`src/rtl/uart_receiver_parametrised.sv`:
```
// Oversampling UART receiver with configurable data/parity/stop format and a
// held-until-acknowledged output word. Define MAJORITY_VOTE_EN for 3-sample majority bit decisions.
module uart_receiver_parametrised #(
    parameter int DATA_BITS     = 8,
    parameter int OVERSAMPLE    = 16,
    parameter int CLKS_PER_TICK = 56,
    parameter int PARITY_MODE   = 0,
    parameter int STOP_BITS     = 1
) (
    input  logic                 clk_i,
    input  logic                 rst_ni,
    input  logic                 rx_i,
    input  logic                 data_ack_i,
    output logic [DATA_BITS-1:0] data_o,
    output logic                 data_valid_o,
    output logic                 parity_error_o,
    output logic                 framing_error_o,
    output logic                 overrun_error_o,
    output logic                 busy_o
);

    localparam int TW = (CLKS_PER_TICK > 1) ? $clog2(CLKS_PER_TICK) : 1;
    localparam int SW = $clog2(OVERSAMPLE);
    localparam int BW = $clog2(DATA_BITS + 1);
    localparam logic [TW-1:0] TICK_LAST = TW'(CLKS_PER_TICK - 1);
    localparam logic [SW-1:0] SAMP_LAST = SW'(OVERSAMPLE - 1);
    localparam logic [SW-1:0] SAMP_MID  = SW'(OVERSAMPLE / 2 - 1);

    typedef enum logic [2:0] {IDLE, START, DATA, PARITY, STOP} state_t;

    state_t               state_q, state_d;
    logic                 rx_meta_q, rx_s_q;
    logic [TW-1:0]        tick_cnt_q, tick_cnt_d;
    logic [SW-1:0]        samp_q, samp_d;
    logic [BW-1:0]        bit_cnt_q, bit_cnt_d;
    logic [DATA_BITS-1:0] shift_q, shift_d;
    logic                 perr_pend_q, perr_pend_d;
    logic                 ferr_pend_q, ferr_pend_d;
    logic [DATA_BITS-1:0] data_q;
    logic                 valid_q, perr_q, ferr_q, ovr_q;
    logic                 tick, decide, bit_val, complete;
    logic [SW-1:0]        decide_cnt;

    assign tick       = (tick_cnt_q == TICK_LAST);
    // The start bit is checked at its centre; later decisions land one bit period apart.
    assign decide_cnt = (state_q == START) ? SAMP_MID : SAMP_LAST;
    assign decide     = tick && (samp_q == decide_cnt);

`ifdef MAJORITY_VOTE_EN
    logic vote0_q, vote1_q;

    always_ff @(posedge clk_i or negedge rst_ni) begin
        if (!rst_ni) begin
            vote0_q <= 1'b1;
            vote1_q <= 1'b1;
        end else begin
            if (tick && (samp_q == decide_cnt - SW'(2))) vote0_q <= rx_s_q;
            if (tick && (samp_q == decide_cnt - SW'(1))) vote1_q <= rx_s_q;
        end
    end

    assign bit_val = (vote0_q & vote1_q) | (vote0_q & rx_s_q) | (vote1_q & rx_s_q);
`else
    assign bit_val = rx_s_q;
`endif

    always_comb begin
        state_d     = state_q;
        tick_cnt_d  = tick ? '0 : tick_cnt_q + TW'(1);
        samp_d      = tick ? samp_q + SW'(1) : samp_q;
        bit_cnt_d   = bit_cnt_q;
        shift_d     = shift_q;
        perr_pend_d = perr_pend_q;
        ferr_pend_d = ferr_pend_q;
        complete    = 1'b0;
        case (state_q)
            IDLE: begin
                if (!rx_s_q) begin
                    state_d     = START;
                    tick_cnt_d  = '0;
                    bit_cnt_d   = '0;
                    perr_pend_d = 1'b0;
                    ferr_pend_d = 1'b0;
                end
            end
            START: begin
                if (decide) state_d = bit_val ? IDLE : DATA;
            end
            DATA: begin
                if (decide) begin
                    shift_d = {bit_val, shift_q[DATA_BITS-1:1]};
                    if (bit_cnt_q == BW'(DATA_BITS - 1)) begin
                        bit_cnt_d = '0;
                        state_d   = (PARITY_MODE != 0) ? PARITY : STOP;
                    end else begin
                        bit_cnt_d = bit_cnt_q + BW'(1);
                    end
                end
            end
            PARITY: begin
                if (decide) begin
                    perr_pend_d = (((^shift_q) ^ bit_val) != (PARITY_MODE == 2));
                    state_d     = STOP;
                end
            end
            STOP: begin
                if (decide) begin
                    if (!bit_val) ferr_pend_d = 1'b1;
                    if (bit_cnt_q == BW'(STOP_BITS - 1)) begin
                        state_d  = IDLE;
                        complete = 1'b1;
                    end else begin
                        bit_cnt_d = bit_cnt_q + BW'(1);
                    end
                end
            end
            default: state_d = IDLE;
        endcase
        if (decide || (state_d != state_q)) samp_d = '0;
    end

    always_ff @(posedge clk_i or negedge rst_ni) begin
        if (!rst_ni) begin
            state_q     <= IDLE;
            rx_meta_q   <= 1'b1;
            rx_s_q      <= 1'b1;
            tick_cnt_q  <= '0;
            samp_q      <= '0;
            bit_cnt_q   <= '0;
            shift_q     <= '0;
            perr_pend_q <= 1'b0;
            ferr_pend_q <= 1'b0;
        end else begin
            state_q     <= state_d;
            rx_meta_q   <= rx_i;
            rx_s_q      <= rx_meta_q;
            tick_cnt_q  <= tick_cnt_d;
            samp_q      <= samp_d;
            bit_cnt_q   <= bit_cnt_d;
            shift_q     <= shift_d;
            perr_pend_q <= perr_pend_d;
            ferr_pend_q <= ferr_pend_d;
        end
    end

    // A completing frame always wins over a same-cycle acknowledge.
    always_ff @(posedge clk_i or negedge rst_ni) begin
        if (!rst_ni) begin
            data_q  <= '0;
            valid_q <= 1'b0;
            perr_q  <= 1'b0;
            ferr_q  <= 1'b0;
            ovr_q   <= 1'b0;
        end else if (complete) begin
            data_q  <= shift_q;
            valid_q <= 1'b1;
            perr_q  <= perr_pend_q;
            ferr_q  <= ferr_pend_d;
            if (valid_q && !data_ack_i) ovr_q <= 1'b1;
        end else if (valid_q && data_ack_i) begin
            valid_q <= 1'b0;
        end
    end

    assign data_o          = data_q;
    assign data_valid_o    = valid_q;
    assign parity_error_o  = perr_q;
    assign framing_error_o = ferr_q;
    assign overrun_error_o = ovr_q;
    assign busy_o          = (state_q != IDLE);

endmodule

```
`config.mk`:
```
export PLATFORM = sky130hd
export DESIGN_NAME = uart_receiver_parametrised
export DESIGN_NICKNAME = d
export VERILOG_FILES = /design/src/rtl/uart_receiver_parametrised.sv
export SDC_FILE = /design/constraint.sdc
export NUM_CORES = 1
export LEC_CHECK = 0
export CAP_MARGIN = 40
export CORE_ASPECT_RATIO = 0.5
export CORE_MARGIN = 2
export CORE_UTILIZATION = 30
export DETAILED_ROUTE_END_ITERATION = 8
export PLACE_DENSITY_LB_ADDON = 0.2
export SLEW_MARGIN = 10
export SYNTH_ARGS = -nofsm -noshare
export SYNTH_HDL_FRONTEND = slang
export SYNTH_SLANG_ARGS = --single-unit
```
`constraint.sdc`:
```
create_clock -name clk_i -period 1.75 [get_ports clk_i]
set_input_delay 0.175 -clock clk_i [delete_from_list [all_inputs] [get_ports clk_i]]
set_output_delay 0.175 -clock clk_i [all_outputs]
set_load 0.01 [all_outputs]
```
==> metrics.txt <==
cells on worst reg2reg path 7; hold wc startpoint rx_i; Die Wd 118 µm; Fin. Hold Viols 0; area grow syn2layout 33.9%; Worst path max stage delay 0.36 ns; leading cell types in the layout, fill and taps excluded dfrtp_1 (39), buf_4 (21), nor2_1 (15); drt pass-1 iters 4; kind of critical path reg2reg; Final min period 1.88 ns; Sink Count 41; core area 0.00618 mm²; Synth Flop Type dfrtp_1; worst hold path type in2reg; top routing layer used met4; pin count of the biggest net entering global routing 42; root buffer cell clkbuf_16; Yosys cell types 35; via count 1,324; Worst-Skew Late Latency 0.28 ns; share of cells above drive strength 1 32.9%; Via density 4.49; Final #Nets 214; FMAX 533 MHz; cts bufs inserted 5; post-detail-place hpwl 2650 µm; CP Data Arrival Time 2.04 ns; Cell Area, Synth 0.00195 mm²; DR iter-0 viols 28; mean area per synthesized cell 11.9 µm²; headroom to the max-slew limit 65.6%; CP Capture Type flop; Clock Skew 0.00384 ns; final worst setup slack -0.125 ns; RSZ-0062 raised after global routing true; Area contributors post-synth dfrtp_1 (50%), mux2_4 (6.2%), mux2_2 (5.8%); clock-pin slew on the worst setup and hold paths 0.06 ns; syn_nets 172; Initial Utilization 31.6%; GP Congestion 0.887; All-Layer GR Usage 11.5%; Power Density 780 mW/mm²; ANT nets after route 0; Syn Inst Count 164; first-pass GRT wire length 6330 µm; Slew Limit Fails 0; PortBufs 16; Critical Path Fanout Max 9; final core occ 42.2%; R2R setup slack -0.13 ns; CP max stage cell dfrtp_1; async set-reset flop share out of synthesis 100%; initial antenna violation count 0; CTS tree built; DRC 0; hold path cells 1; data required time of the worst path 1.91 ns; top cell type by total area after synthesis dfrtp_1; Post-synth EDFFs 0; Place WS -0.168 ns; row count 20; met3 routed WL 190 µm; most common cell after layout, fill and taps aside dfrtp_1; GR Overflow Total 0; status finished with violations; post-synthesis sequential area ratio 52.7%; Max-cap violations 0; Detailed Route WL 3870 µm; top-area cell type share of the netlist area 50.0%; met1 wire length 1970 µm; FF-to-FF Start tick_cnt_q[1]; Static Leak 1.21 nW; Final Cycle Share 107%; Hold Path End rx_meta_q; Finish-stage setup viols 19; R2R Path End data_o[3]; startpoint types flop; Synth Register Bits 41; clock buffer depth 2; Setup TNS Final -1.79 ns; failing checks setup timing; wire per inst 13.1 µm; DIE AREA 0.00720 mm²; CTS H-tree lvls 2; Worst VDD drop 531 µV; Synth Warn # 0; Detail Route met2 WL 1680 µm; cells along the critical path ha_2, nand4_1, nor2_4, and4_4, nand4_4, buf_12, mux2_4; Die Span Y 61.0 µm; diode count 0; IO Count 17; worst slew pin tran 0.516 ns; number of global-route vias before repair 1,269
[layout make-up]
| type | instances | area [µm²] |
|---|---|---|
| clock buffers | 6 | 129 |
| well taps | 88 | 110 |
| flip-flops and latches | 41 | 1030 |
| multi-input cells | 113 | 922 |
| clock inverters | 2 | 38.8 |
| inverters | 4 | 15.0 |
| repair buffers | 41 | 368 |
| fillers | 584 | 3570 |
[report_power, final]
| part | internal, mW | switching [mW] | total [mW] |
|---|---|---|---|
| Sequential | 0.952 | 0.00393 | 0.956 |
| Combinational | 0.0107 | 0.0217 | 0.0324 |
| Clock | 0.676 | 0.372 | 1.05 |
[worst max-delay path by stage]
stage,start,end,slack [ns],cells past startpoint
after detailed placement,state_q[2],data_o[3],-0.17,6
after floorplan,tick_cnt_q[0],data_o[0],-0.12,8
final,tick_cnt_q[1],data_o[3],-0.13,7
after global placement,state_q[2],data_o[3],-0.14,6
after CTS,state_q[1],data_o[3],-0.07,6
after global routing,tick_cnt_q[0],shift_q[1],-0.17,6
[what timing repair did]
| item | in CTS | in global routing |
|---|---|---|
| setup endpoints to repair | 24 | 25 |
| hold endpoints to repair | 39 | 0 |
| buffers inserted | 1 | 5 |
| hold buffers | 1 | 0 |
| gates resized for setup | 5 | 13 |
| pin swaps | 3 | 6 |
[worst max-delay path, delay by kind of cell (launching register included)]
family                     cells  cell delay [ns]
DFF                            1             0.36
muxes                          1             0.29
buffers and inverters          1             0.17
adders and majority gates      1             0.20
and+or+nand+nor                4             0.73
[cell usage after synthesis, types with 4 or more instances]
| cell type | n |
|---|---|
| o21ai_0 | 5 |
| nor2_1 | 16 |
| xnor2_1 | 10 |
| nand2b_1 | 5 |
| ha_1 | 4 |
| mux2_2 | 10 |
| inv_1 | 4 |
| a21oi_1 | 4 |
| dfrtp_1 | 39 |
| nand3_1 | 5 |
| nor3_1 | 4 |
| a21o_1 | 4 |
| mux2_4 | 8 |
| xor2_1 | 6 |
| nand2_1 | 7 |
| nand4_1 | 4 |
[stage by stage]
stage	total power [mW]	area, µm²	std cells	hold WS (ns)
global placement	1.00	2340	281	0.270
CTS	2.06	2520	290	0.303
global route	2.13	2610	295	0.299
detailed placement	1.00	2340	281	0.274
finish	2.04	2610	295	0.301
floorplan	0.976	1960	164	-0.121
[per-layer routing]
metal	GRT usage (%)	vias to the layer above
met2	17.9	29
met1	16.1	638
met3	2.96	5
met4	3.61	0
li1	-	652
met5	0	-
[kinds of logic (layout without fill, tap and decap cells)]
| family | Yosys count | in the layout | synth area share (%) |
|---|---|---|---|
| compound gates | 23 | 23 | 7.70 |
| xor+xnor | 16 | 16 | 7.18 |
| fa+ha+maj | 4 | 4 | 2.57 |
| buf+inv | 10 | 53 | 2.89 |
| flops | 41 | 41 | 52.7 |
| mux | 20 | 20 | 13.0 |
| simple gates | 50 | 50 | 14.0 |
[sequential cells by signal, indices dropped and copies added (netlist names)]
signal / count
bit_val: 1
framing_error_o: 1
ferr_pend_q: 1
samp_q: 4
perr_pend_q: 1
parity_error_o: 1
data_o: 8
rx_meta_q: 1
shift_q: 8
state_q: 3
data_valid_o: 1
bit_cnt_q: 4
overrun_error_o: 1
tick_cnt_q: 6
Note: power is estimated with default switching activity, not from simulation.
